### src/rtl/led_status.sv
// Fixture status to blink-coded, brightness-limited RGB LED drive (blue = running, green = pass, red = fail).
// Define LED_STATUS_FAIL_BLINK_EN to make the FAIL colour blink instead of holding steady.
module led_status #(
  parameter int unsigned CLK_FREQ = 48_000_000,
  parameter int unsigned BLINK_HZ = 2,
  parameter int unsigned PWM_BITS = 4,
  parameter int unsigned DUTY     = 4
) (
  input  logic       i_clk,
  input  logic       i_rst,
  input  logic       i_running,
  input  logic       i_passed,
  output logic       o_led_r,
  output logic       o_led_g,
  output logic       o_led_b,
  output logic       o_done,
  output logic [7:0] o_pass_cnt
);

  localparam int unsigned HALF    = CLK_FREQ / (2 * BLINK_HZ);
  localparam int unsigned BLINK_W = (HALF > 1) ? $clog2(HALF) : 1;
  localparam int unsigned CMP_W   = PWM_BITS + 1;

  typedef enum logic [1:0] {IDLE, RUN, PASS, FAIL} state_t;

  state_t               state;
  logic                 run_q;
  logic                 phase;
  logic [PWM_BITS-1:0]  pwm_cnt;
  logic [BLINK_W-1:0]   blink_cnt;

  logic                 rise_c;
  logic                 fall_c;
  logic                 gate_c;
  logic                 blink_wrap_c;
  logic [BLINK_W-1:0]   blink_nxt_c;
  logic                 phase_nxt_c;

  assign rise_c       = i_running & ~run_q;
  assign fall_c       = ~i_running & run_q;
  // Extra bit lets DUTY == 2**PWM_BITS mean always on.
  assign gate_c       = CMP_W'(pwm_cnt) < CMP_W'(DUTY);
  assign blink_wrap_c = (blink_cnt == BLINK_W'(HALF - 1));
  assign blink_nxt_c  = blink_wrap_c ? '0 : blink_cnt + 1'b1;
  assign phase_nxt_c  = phase ^ blink_wrap_c;

  always_ff @(posedge i_clk) begin
    if (i_rst) begin
      state      <= IDLE;
      run_q      <= 1'b0;
      phase      <= 1'b1;
      pwm_cnt    <= '0;
      blink_cnt  <= '0;
      o_led_r    <= 1'b0;
      o_led_g    <= 1'b0;
      o_led_b    <= 1'b0;
      o_done     <= 1'b0;
      o_pass_cnt <= 8'd0;
    end else begin
      run_q   <= i_running;
      pwm_cnt <= pwm_cnt + 1'b1;
      o_done  <= 1'b0;
      o_led_r <= 1'b0;
      o_led_g <= 1'b0;
      o_led_b <= 1'b0;

      case (state)
        IDLE: begin
          blink_cnt <= '0;
          if (rise_c) begin
            state <= RUN;
            phase <= 1'b1;
          end
        end

        RUN: begin
          o_led_b <= phase & gate_c;
          if (fall_c) begin
            o_done    <= 1'b1;
            blink_cnt <= '0;
            if (i_passed) begin
              state <= PASS;
              if (o_pass_cnt != 8'hFF) o_pass_cnt <= o_pass_cnt + 8'd1;
            end else begin
              state <= FAIL;
`ifdef LED_STATUS_FAIL_BLINK_EN
              phase <= 1'b1;
`endif
            end
          end else begin
            blink_cnt <= blink_nxt_c;
            phase     <= phase_nxt_c;
          end
        end

        PASS: begin
          o_led_g   <= gate_c;
          blink_cnt <= '0;
          if (rise_c) begin
            state <= RUN;
            phase <= 1'b1;
          end
        end

        FAIL: begin
`ifdef LED_STATUS_FAIL_BLINK_EN
          o_led_r <= phase & gate_c;
          if (rise_c) begin
            state     <= RUN;
            phase     <= 1'b1;
            blink_cnt <= '0;
          end else begin
            blink_cnt <= blink_nxt_c;
            phase     <= phase_nxt_c;
          end
`else
          o_led_r   <= gate_c;
          blink_cnt <= '0;
          if (rise_c) begin
            state <= RUN;
            phase <= 1'b1;
          end
`endif
        end

        default: state <= IDLE;
      endcase
    end
  end

endmodule

### config.mk
export PLATFORM = sky130hd
export DESIGN_NAME = led_status
export DESIGN_NICKNAME = d
export VERILOG_FILES = /design/src/rtl/led_status.sv
export SDC_FILE = /design/constraint.sdc
export NUM_CORES = 1
export LEC_CHECK = 0
export CORE_ASPECT_RATIO = 1.2
export CORE_MARGIN = 3
export CORE_UTILIZATION = 35
export DETAILED_ROUTE_END_ITERATION = 12
export GPL_ROUTABILITY_DRIVEN = 0
export PLACE_DENSITY = 0.6
export RECOVER_POWER = 25
export SETUP_SLACK_MARGIN = 0.5
export SLEW_MARGIN = 20
export SYNTH_ARGS = -nofsm -noshare
export SYNTH_HDL_FRONTEND = slang
export SYNTH_SLANG_ARGS = --single-unit
### constraint.sdc
create_clock -name i_clk -period 4 [get_ports i_clk]
set_clock_uncertainty 0.2 [all_clocks]
set_input_delay 0.8 -clock i_clk [delete_from_list [all_inputs] [get_ports i_clk]]
set_output_delay 0.8 -clock i_clk [all_outputs]
set_load 0.01 [all_outputs]
==> results of run 1 <==
==> area by class of cell <==
type / instances / area share
sequential: 44 / 0.391
timing repair buffer: 17 / 0.0717
tap: 60 / 0.0334
clock buffer: 5 / 0.0306
clock inverter: 3 / 0.0206
inverter: 5 / 0.00834
multi-input combinational: 163 / 0.444
==> sequential cells by signal (all words and copies together), names as in the netlist <==
register	flops
phase	1
o_pass_cnt	8
o_led_b	1
blink_cnt	24
o_led_r	1
o_led_g	1
state	2
o_done	1
run_q	1
pwm_cnt	4
==> worst max-delay path, stage by stage <==
cell	delay, ps
dlygate4sd3_1	520
clkbuf_1	620
nor3_1	170
o21ai_1	500
buf_4	320
nor2_1	70
==> synthesized netlist by cell type (4+ instances only) <==
| cell | count |
|---|---|
| dfxtp_1 | 44 |
| nor2_1 | 27 |
| a21oi_1 | 14 |
| nand3_1 | 13 |
| nand2_1 | 11 |
| nand4_1 | 10 |
| xnor2_1 | 10 |
| o21ai_0 | 9 |
| or3_1 | 9 |
| xor2_1 | 8 |
| or4_1 | 7 |
| and3_1 | 5 |
| inv_1 | 5 |
| nor2b_1 | 5 |
| o31ai_1 | 5 |
| nor3_1 | 4 |
==> logic make-up after synthesis <==
logic type               synth area share
AND/OR/NAND/NOR                     0.314
flip-flops                          0.458
AO/OA/AOI/OAI                      0.0988
XOR/XNOR                           0.0819
buffers and inverters              0.0228
adder cells (fa/ha/maj)            0.0195
multiplexers                      0.00520
==> metal layers <==
metal  vias to the layer above  share of wire  track usage
met4                         0          0.022       0.0643
met1                       728           0.47        0.159
met3                         5          0.045       0.0381
met5                         -              0            0
li1                        820              -            -
met2                        26           0.46        0.206
==> report_power, final <==
part / leakage [nW] / total (W) / switching (W) / internal, W
Clock: 0.0548 / 0.000347 / 0.000159 / 0.000188
Sequential: 0.356 / 0.000448 / 0.00000474 / 0.000443
Combinational: 0.312 / 0.0000270 / 0.0000151 / 0.0000119
==> final timing paths <==
check | end | slack, ps | startpoint
max | blink_cnt[12]$_SDFF_PP0_ | 980 | i_rst
min | pwm_cnt[0]$_SDFF_PP0_ | 260 | pwm_cnt[0]$_SDFF_PP0_
max reg2reg | blink_cnt[12]$_SDFF_PP0_ | 1690 | blink_cnt[11]$_SDFF_PP0_
min reg2reg | pwm_cnt[0]$_SDFF_PP0_ | 260 | pwm_cnt[0]$_SDFF_PP0_
==> through the flow <==
step           utilization  instance area [sq um]  worst slack, ps
2_1_floorplan            -                   1920             1800
3_3_place_gp         0.418                   2140             1160
3_5_place_dp         0.418                   2140             1130
4_1_cts              0.441                   2250             1440
5_1_grt              0.440                   2250              850
6_report             0.440                   2250              983
==> flow_summary_export.csv, run 1 <==
group,metric,value,unit
floorplan,design.die.area,0.00643,sq mm
layout,n_antenna_cell,0,
clocking,cts_hold_buf,0,
global_routing,grt_util_all_layers,0.130,
critical_path,crit_type,"input pin to flop",
floorplan,rows,28,
synth,netlist.area_leader.share,0.458,
clocking,cts.sinks,44,
pwr,power.total,0.000822,W
synth,synth_edf_count,0,
clocking,cts.clk_slew.worst_paths,90,ps
synth,ys_ff_latch,44,
floorplan,fp.dieH,87.2,microns
synth,postSynthCellCount,218,
placement,place_hpwl,2570,microns
synth,yosysTopAreaCell,"dfxtp_1",
outcome,status,"finished, final reports clean",
clocking,cts_tree,"yes",
route,vias_per_cell,5.32,
critical_path,worstPathMaxFanout,20,
critical_path,crit_required,4000,ps
pwr,leakage,0.723,nW
placement,placedCellCount,289,
global_routing,grt_max_degree,21,
critical_path,critPathCaptureType,"flop",
pwr,power_density,365,mW/mm^2
synth,async_flop_share,0,
layout,instances_no_fill,297,
synth,syn_nets,225,
sta,max_freq,0.331,GHz
route,wl_per_cell,12.1,microns
run,max-cap-violations,0,
layout,area_growth,17.0,%
layout,final_common_cell,"dfxtp_1",
sta,timing.final.crit_period,3020,ps
synth,synth_seq_area_share,0.458,
global_routing,antenna_found_initial,0,
sta,fin_tns_setup,0,ps
floorplan,core_area,0.00511,sq mm
route,antenna_left,0,
clocking,postCtsSetupRepairBufs,0,
sta,finalHoldViolCount,0,
sta,worst_pin_slew,847,ps
global_routing,grt_pass1_wl,6480,microns
global_routing,grt_overflow_total,0,
global_routing,grt_pass1_vias,1459,
synth,synth_cell_type_count,34,
worst_hold_path,hp-class,"flop to flop",
route,drc_errors,0,
sta,hold_ws,257,ps
clocking,cts-root-buf,"clkbuf_8",
route,num_vias,1579,
critical_path,cp_data_arrival_time,3010,ps
route,drt_iter0_drc,71,
sta,drv_slew,0,
sta,final-setup-viol-count,0,
pwr,vdd_drop_max,0.162,mV
floorplan,die_w,73.7,microns
critical_path,reg2regPathDepth,5,
synth,synthTopCellsByArea,"dfxtp_1 46%, nor2_1 5.3%, xnor2_1 4.6%",
synth,synth_ff_type,"dfxtp_1",
layout,num-nets-final,243,
synth,synth_warnings,0,
route,drt-pass1-iter-count,4,
layout,final_cell_mix,"44 x dfxtp_1, 27 x nor2_1, 14 x a21oi_1",
placement,port_buffers,15,
worst_hold_path,hold_depth,1,
clocking,cts_resized,0,
sta,finalCritPeriodShare,0.754,
synth,syn_area,0.00192,sq mm
floorplan,start_util,0.376,
critical_path,startpoint_type,"input pin",
sta,rsz0062_at_grt,"no",
clocking,clk_path_buf_depth,2,
layout,multi_input_area,1000,sq um
synth,synth_area_per_cell,8.83,sq um
layout,regArea,881,sq um
clocking,cts-htree-levels,2,
clocking,clock_latency,300,ps
layout,fillerInstances,520,
clocking,numCtsBuffers,5,
floorplan,io_pins,16,
layout,drive_gt1_frac,0.0422,
route,drt-total-wl,3590,microns
sta,max_slew_margin,0.432,
Power figures use the tool's default switching activity.
==> run 2, diff against run 1 <==
--- a/config.mk
+++ b/config.mk
@@ -10,7 +10,7 @@
 export CORE_UTILIZATION = 35
 export DETAILED_ROUTE_END_ITERATION = 12
 export GPL_ROUTABILITY_DRIVEN = 0
-export PLACE_DENSITY = 0.6
+export PLACE_DENSITY = 0.62
 export RECOVER_POWER = 25
 export SETUP_SLACK_MARGIN = 0.5
 export SLEW_MARGIN = 20
==> constraint.sdc (replaced) <==
create_clock -name i_clk -period 2.7 [get_ports i_clk]
set_clock_uncertainty 0.2 [all_clocks]
set_input_delay 0.54 -clock i_clk [delete_from_list [all_inputs] [get_ports i_clk]]
set_output_delay 0.54 -clock i_clk [all_outputs]
set_load 0.01 [all_outputs]
==> flow_summary_export.csv, run 2 (synthesis results as in run 1) <==
group,metric,value,unit
outcome,status,"finished, final reports clean",
critical_path,startpoint_type,"input pin",
layout,final_cell_mix,"43 x dfxtp_1, 27 x nor2_1, 14 x a21oi_1",
clocking,clk_path_buf_depth,2,
floorplan,core_area,0.00511,sq mm
sta,finalCritPeriodShare,0.770,
sta,rsz0062_at_grt,"no",
critical_path,crit_required,2690,ps
clocking,cts-root-buf,"clkbuf_8",
floorplan,design.die.area,0.00643,sq mm
global_routing,grt_overflow_total,0,
sta,worst_pin_slew,811,ps
route,drt_iter0_drc,39,
global_routing,grt_pass1_wl,6510,microns
critical_path,critPathLaunch,"i_rst",
critical_path,cp.depth,4,
sta,max_slew_margin,0.460,
worst_hold_path,min-delay-start,"pwm_cnt[0]$_SDFF_PP0_",
worst_hold_path,hold_depth,1,
run,max-cap-violations,0,
clocking,clock_latency,290,ps
critical_path,cp_data_arrival_time,2070,ps
pwr,leakage,0.738,nW
layout,fin_util,0.445,
clocking,cts-htree-levels,2,
route,wl_per_cell,12.4,microns
route,drt-total-wl,3720,microns
layout,drive_gt1_frac,0.0750,
route,vias_per_cell,5.39,
route,drt-pass1-iter-count,4,
sta,fin_tns_setup,0,ps
global_routing,grt_util_all_layers,0.127,
critical_path,reg2regPathDepth,4,
global_routing,grt_max_degree,20,
placement,port_buffers,15,
route,drc_errors,0,
clocking,cts.sinks,44,
critical_path,path_delay_family,"buffers and inverters",
floorplan,fp.dieH,87.2,microns
clocking,cts_tree,"yes",
critical_path,r2r-start,"blink_cnt[8]$_SDFF_PP0_",
sta,finalHoldViolCount,0,
sta,drv_slew,0,
critical_path,crit_path_max_incr_delay,620,ps
layout,n_antenna_cell,0,
pwr,power.total,0.00110,W
sta,final-setup-viol-count,0,
critical_path,critPathCaptureType,"flop",
global_routing,grt_pass1_vias,1487,
layout,num-nets-final,247,
pwr,vdd_drop_max,0.253,mV
layout,largest_reg_flops,24,
layout,top_regs,"blink_cnt x24, o_pass_cnt x8, pwm_cnt x4",
route,num_vias,1616,
global_routing,antenna_found_initial,0,
critical_path,slowest_stage,"clkbuf_1",
worst_hold_path,hp-class,"flop to flop",
floorplan,start_util,0.376,
clocking,cts.clk_slew.worst_paths,80,ps
placement,place_hpwl,2600,microns
route,antenna_left,0,
layout,top_register,"blink_cnt",
clocking,numCtsBuffers,5,
critical_path,crit_chain,"dlygate4sd3_1 -> clkbuf_1 -> nor3_1 -> and3_1",
floorplan,rows,28,
layout,area_growth,18.4,%
pwr,power_density,483,mW/mm^2
critical_path,crit_type,"input pin to flop",
sta,max_freq,0.481,GHz
critical_path,path_buf_inv,2,
floorplan,die_w,73.7,microns
floorplan,io_pins,16,
clocking,cts_hold_buf,0,
critical_path,worstPathMaxFanout,19,
layout,final_common_cell,"dfxtp_1",
sta,timing.final.crit_period,2080,ps
-- run 2: worst paths after layout --
path	to	slack, ps
worst max register to register	blink_cnt[21]$_SDFF_PP0_	630
worst min-delay path	pwm_cnt[0]$_SDFF_PP0_	260
worst min register to register	pwm_cnt[0]$_SDFF_PP0_	260
worst max-delay path	o_led_r$_SDFF_PP0_	620
-- run 2: worst register-to-register path, delay by kind of cell, from the launching register on --
kind / cells / cell delay [ps]
flops: 1 / 420
compound gates: 1 / 150
simple gates: 3 / 1240
-- run 2: power breakdown --
group	switching (W)	internal, W
registers	0.00000720	0.000657
clock network	0.000217	0.000175
logic	0.0000238	0.0000197
total	0.000248	0.000852
-- run 2: cell type report --
class,count,area [sq um]
sequential,44,882
clock buffer,5,68.8
fill,528,2840
clock inverter,2,12.5
timing repair buffer,21,194
tap,60,75.1
inverter,5,18.8
multi-input combinational,163,1030
-- run 2: timing repair --
| action | CTS | global route |
|---|---|---|
| buffers inserted | 0 | 2 |
| setup endpoints to repair | 2 | 22 |
| gates cloned | 0 | 0 |
| pin swaps | 0 | 2 |
| gates resized for setup | 1 | 6 |
-- run 2: through the flow --
| step | cell area (sq um) | worst slack [ps] | hold WS (ps) | cells |
|---|---|---|---|---|
| floorplan | 1920 | 722 | 218 | 218 |
| global placement | 2150 | 187 | 236 | 291 |
| detailed placement | 2150 | 142 | 244 | 291 |
| CTS | 2240 | 501 | 263 | 298 |
| global route | 2280 | 511 | 275 | 300 |
| finish | 2280 | 620 | 256 | 300 |
-- run 2: per-layer routing --
layer  vias to the layer above  part of all wire  global-route usage
li1                        829                 -                   -
met3                        10             0.038              0.0289
met1                       750              0.49               0.170
met4                         0             0.023              0.0494
met5                         -                 0                   0
met2                        27              0.45               0.196
==> edit 1 (config.mk and constraints of run 2) <==
Register the output `o_pass_cnt` once more, cleared by the reset; this adds one clock of latency there. The other outputs are not delayed to match.
--- a/src/rtl/led_status.sv
+++ b/src/rtl/led_status.sv
@@ -24,2 +24,4 @@
   typedef enum logic [1:0] {IDLE, RUN, PASS, FAIL} state_t;
+
+  logic [7:0] o_pass_cnt_s0;
 
@@ -57,3 +59,3 @@
       o_done     <= 1'b0;
-      o_pass_cnt <= 8'd0;
+      o_pass_cnt_s0 <= 8'd0;
     end else begin
@@ -82,3 +84,3 @@
               state <= PASS;
-              if (o_pass_cnt != 8'hFF) o_pass_cnt <= o_pass_cnt + 8'd1;
+              if (o_pass_cnt_s0 != 8'hFF) o_pass_cnt_s0 <= o_pass_cnt_s0 + 8'd1;
             end else begin
@@ -130,2 +132,10 @@
 
+  always_ff @(posedge i_clk) begin
+    if (i_rst) begin
+      o_pass_cnt <= '0;
+    end else begin
+      o_pass_cnt <= o_pass_cnt_s0;
+    end
+  end
+
 endmodule
Function: changed (Yosys sat finds a counterexample within 4 cycles, from zero or initial values and one cycle with i_rst high).
==> edit 1 against run 2 <==
  * Cell count grew 15%
  * Sequential share of layout area grew 2.4 points
  * Largest power group unchanged
  * Final area grew 12%
  * Core utilization shrank 0.56 points
  * Area after synthesis grew 12%
  * Worst setup slack lost 240 ps
  * Sequential cell count grew 8
  * Clock power grew 32%
  * Wire length grew 6.2%
  * Total power grew 22%
==> edit 1: results (changes against run 2) <==
** Worst setup path
- Top fanout value on the critical path :: 26 (+7)
- The critical path ends at o_pass_cnt_s0[6]$_SDFFE_PP0P_.
- The setup slack of the most critical reg-to-reg path is 590 ps (-40 ps).

** Logic synthesis
- Ranked by total cell area, the synthesized netlist is headed by sky130_fd_sc_hd__dfxtp_1 49%, sky130_fd_sc_hd__nor2_1 4.5%, sky130_fd_sc_hd__nor2b_1 4.1%.
- The net count after synthesis was 248 (+10%).
- Synth top cells by count :: 52 x sky130_fd_sc_hd__dfxtp_1, 26 x sky130_fd_sc_hd__nor2_1, 16 x sky130_fd_sc_hd__a21oi_1

** STA
- Max-slew headroom :: 27.2% (-19 points)
- Smallest setup slack after layout :: 385 ps (-236 ps)

** Route
- The first-iteration detailed-routing DRC count was 108 (+180%).
- The mean number of vias per cell was 5.02 (-6.9%).
- The total length of routed met3 wires came to 124 um (-12%).
- The routed wire length on met2 is 1950 um (+17%).
- Average wire per standard cell :: 11.5 um (-7.4%)

** Pwr
- Internal power contribution :: 0.00107 W (+26%)
- Static Leak :: 0.800 nW (+8.3%)
- The clock share of power is 38.5% (+2.8 points).

** Global routing
- M3 GR Usage :: 2.85% (-0.038 points)
- The global routing met1 resource utilization came to 13.6% (-3.3 points).
- Wire length of the first global-routing pass :: 6960 um (+6.9%)
- Routing usage on met2 :: 20.6% (+1.0 points)

** Run status
- The flow ran to the end, and the final reports show no timing, DRC or antenna violations.

** Place
- The HPWL after detailed placement was 2810 um (+8.2%).
- Cell Area, Placed :: 2400 sq um (+11%)
- The pre-CTS setup slack came to 269 ps (+126 ps).

** Final layout
- The layout cell share with drive strength beyond 1 came to 9.47% (+2.0 points).
- In the final layout, the registers with the most flip-flops are blink_cnt x24, o_pass_cnt x8, o_pass_cnt_s0 x8.
==> edit 1: cell types whose count changed after synthesis, moves of 4 or more <==
cell,before,now
sky130_fd_sc_hd__nor2b_1,5,14
sky130_fd_sc_hd__dfxtp_1,44,52
sky130_fd_sc_hd__or4_1,7,3
sky130_fd_sc_hd__o31ai_1,5,0
sky130_fd_sc_hd__o21ai_0,9,15
sky130_fd_sc_hd__or3_1,9,13
==> edit 1: layout make-up <==
type	instances	area, sq um	share of cell area [%]
Tap cell	80	100	3.94
Clock buffer	6	72.6	2.85
Inverter	8	30.0	1.18
Clock inverter	2	35.0	1.38
Sequential cell	52	1050	41.1
Timing Repair Buffer	23	206	8.12
Multi-Input combinational cell	173	1050	41.4
==> edit 1: kinds of logic after synthesis <==
family / count (synthesis) / synth area share (%)
and+or+nand+nor: 115 / 29.6
DFF: 52 / 48.5
AOI/OAI and AO/OA: 38 / 10.1
buffers and inverters: 16 / 2.92
xor gates and xnor gates: 15 / 6.12
adders and majority gates: 3 / 1.75
muxes: 2 / 0.991
==> edit 2 (config.mk and constraints of run 2) <==
Without the edit above. Change the parameter `CLK_FREQ` from 48_000_000 to 96_000_000.
--- a/src/rtl/led_status.sv
+++ b/src/rtl/led_status.sv
@@ -3,3 +3,3 @@
 module led_status #(
-  parameter int unsigned CLK_FREQ = 48_000_000,
+  parameter int unsigned CLK_FREQ = 96_000_000,
   parameter int unsigned BLINK_HZ = 2,
Formal check against the unedited RTL: no difference found for any inputs over 10 cycles, from zero or initial values and one cycle with i_rst high; that may be too few to reach the edited logic, so the function may still have changed.
==> edit 2 against run 2 <==
  * Critical path depth rose by 1
  * Sequential power rose by 2%
  * Area after synthesis grew 6.2%
  * Sequential cell count is 1 higher
  * Core utilization grew 1.4 points
  * Clock power rose by 11%
  * Worst hold slack got worse by 3.9 ps
  * Total power increased by 6.2%
  * Wire length grew 16%
  * Combinational power increased by 26%
  * Final area rose by 10%
  * Worst setup slack worse by 74 ps
  * Count of clock-buffer cells in the layout unchanged
  * Largest cell class unchanged
==> edit 2: results (changes against run 2) <==
** Worst setup path
- Arrival time at the worst endpoint :: 2140 ps (+70 ps)
- Cell with the biggest individual delay on the critical path :: sky130_fd_sc_hd__or4b_4
- Max incr delay on CP :: 530 ps (-90 ps)
- The critical path starts at blink_cnt[15]$_SDFF_PP0_.
- Worst r2r path cells :: 5 (+1)

** STA
- The slew of the pin with the lowest slew margin came to 878 ps (+67.1 ps).

** Logic synthesis
- After synthesis, the most frequently instantiated cells are 45 x sky130_fd_sc_hd__dfxtp_1, 29 x sky130_fd_sc_hd__nor2_1, 14 x sky130_fd_sc_hd__a21oi_1, 14 x sky130_fd_sc_hd__nand3_1, 13 x sky130_fd_sc_hd__nand2_1.
- The sequential area share after synthesis came to 44.1% (-1.7 points).
- Post-synthesis net count :: 240 (+6.7%)
- The mean instance size in the synthesized netlist came to 8.77 sq um (-0.60%).
- Top cells by area in the synthesized netlist :: sky130_fd_sc_hd__dfxtp_1 44%, sky130_fd_sc_hd__nor2_1 5.3%, sky130_fd_sc_hd__xor2_1 3.9%

** Place
- The pre-CTS setup slack is 125 ps (-17.2 ps).
- Cell Area, Placed :: 2280 sq um (+5.7%)
- The HPWL after detailed placement is 2870 um (+11%).
- The number of instances in the placed design was 322 (+11%).

** Final layout
- Largest registers in the final layout :: blink_cnt x25, o_pass_cnt x8, pwm_cnt x4
- Number of nets in the layout :: 263 (+6.5%)
- Count of fill cells added during filler insertion :: 544 (+3.0%)

** Route
- Number of vias per cell :: 5.26 (-2.3%)
- The total wirelength of the detailed-routed design came to 4310 um (+16%).
- Average wire per standard cell :: 12.9 um (+4.0%)

** Global routing
- Total global routing track utilization :: 12.9% (+0.19 points)
- Wire length of the first global-routing pass :: 7020 um (+8.0%)
- The number of global-route vias before repair came to 1672 (+12%).

** Min path
- Worst min-delay path class :: reg -> reg

** Run status
- Result of the run :: finished clean

** Pwr
- Static Leak :: 0.803 nW (+8.7%)
## edit 2: cell count changes in the layout (fill, tap and decap cells not counted), sizes merged, moves of 3 or more
| cell | before | now |
|---|---|---|
| or4 | 7 | 11 |
| inv | 5 | 8 |
| nor3 | 4 | 7 |
| o21ai | 10 | 7 |
| o31ai | 5 | 8 |
## edit 2: worst paths after layout
kind / endpoint / slack [ps]
worst min-delay path: pwm_cnt[0]$_SDFF_PP0_ / 250
worst min register to register: pwm_cnt[0]$_SDFF_PP0_ / 250
worst max register to register: blink_cnt[22]$_SDFF_PP0_ / 550
worst max-delay path: blink_cnt[22]$_SDFF_PP0_ / 550
## edit 2: layout make-up
class                           instances  area share, %
Inverter                                7           1.04
Sequential cell                        45           36.2
Timing Repair Buffer                   22           9.90
Clock buffer                            5           2.73
Multi-Input combinational cell        175           45.3
Tap cell                               77           3.83
Clock inverter                          3          0.995
## edit 2: worst reg2reg max path: stages, from the launching register on
cell and delay (ps):
sky130_fd_sc_hd__dfxtp_4 360, sky130_fd_sc_hd__or4b_4 530, sky130_fd_sc_hd__or3_4 410, sky130_fd_sc_hd__o21ai_4 270, sky130_fd_sc_hd__clkbuf_16 220, sky130_fd_sc_hd__a21oi_1 50
## edit 2: cell families (layout without fill, tap and decap cells)
group,count (synthesis),count (layout),synth area share [%]
AOI/OAI and AO/OA,34,34,10.2
xor gates and xnor gates,17,17,7.28
buffers and inverters,13,37,3.18
and+or+nand+nor,119,119,32.4
adders and majority gates,3,3,1.84
DFF,45,45,44.1
muxes,2,2,1.04
## edit 2: routing by layer
metal	up-vias	share of wire, %	wire length, um	global-route usage [%]
li1	886	-	-	-
met1	836	45	1930	14.8
met3	6	3.1	133	3.68
met2	30	51	2200	21.6
met5	-	0	0	0
met4	0	1.2	50	5.10
## edit 2: stage by stage
stage	power (W)	util, %	hold WS, ps
after detailed placement	0.000738	41.6	244
after global routing	0.00122	45.9	284
after CTS	0.00117	44.0	258
after floorplan	0.000723	-	218
after global placement	0.000737	41.6	235
final	0.00117	45.9	252
## edit 2: what timing repair did
item / in CTS / in global routing
endpoints found under the setup margin: 27 / 26
cloned: 0 / 2
gates resized for setup: 8 / 11
pin swaps: 3 / 4
hold buffers: 0 / 0
setup buffers: 0 / 2
## edit 2: power breakdown
part	switching [W]	internal, W	leakage (nW)
sequential	0.00000743	0.000670	0.366
clock	0.000248	0.000187	0.0447
combinational	0.0000275	0.0000273	0.391
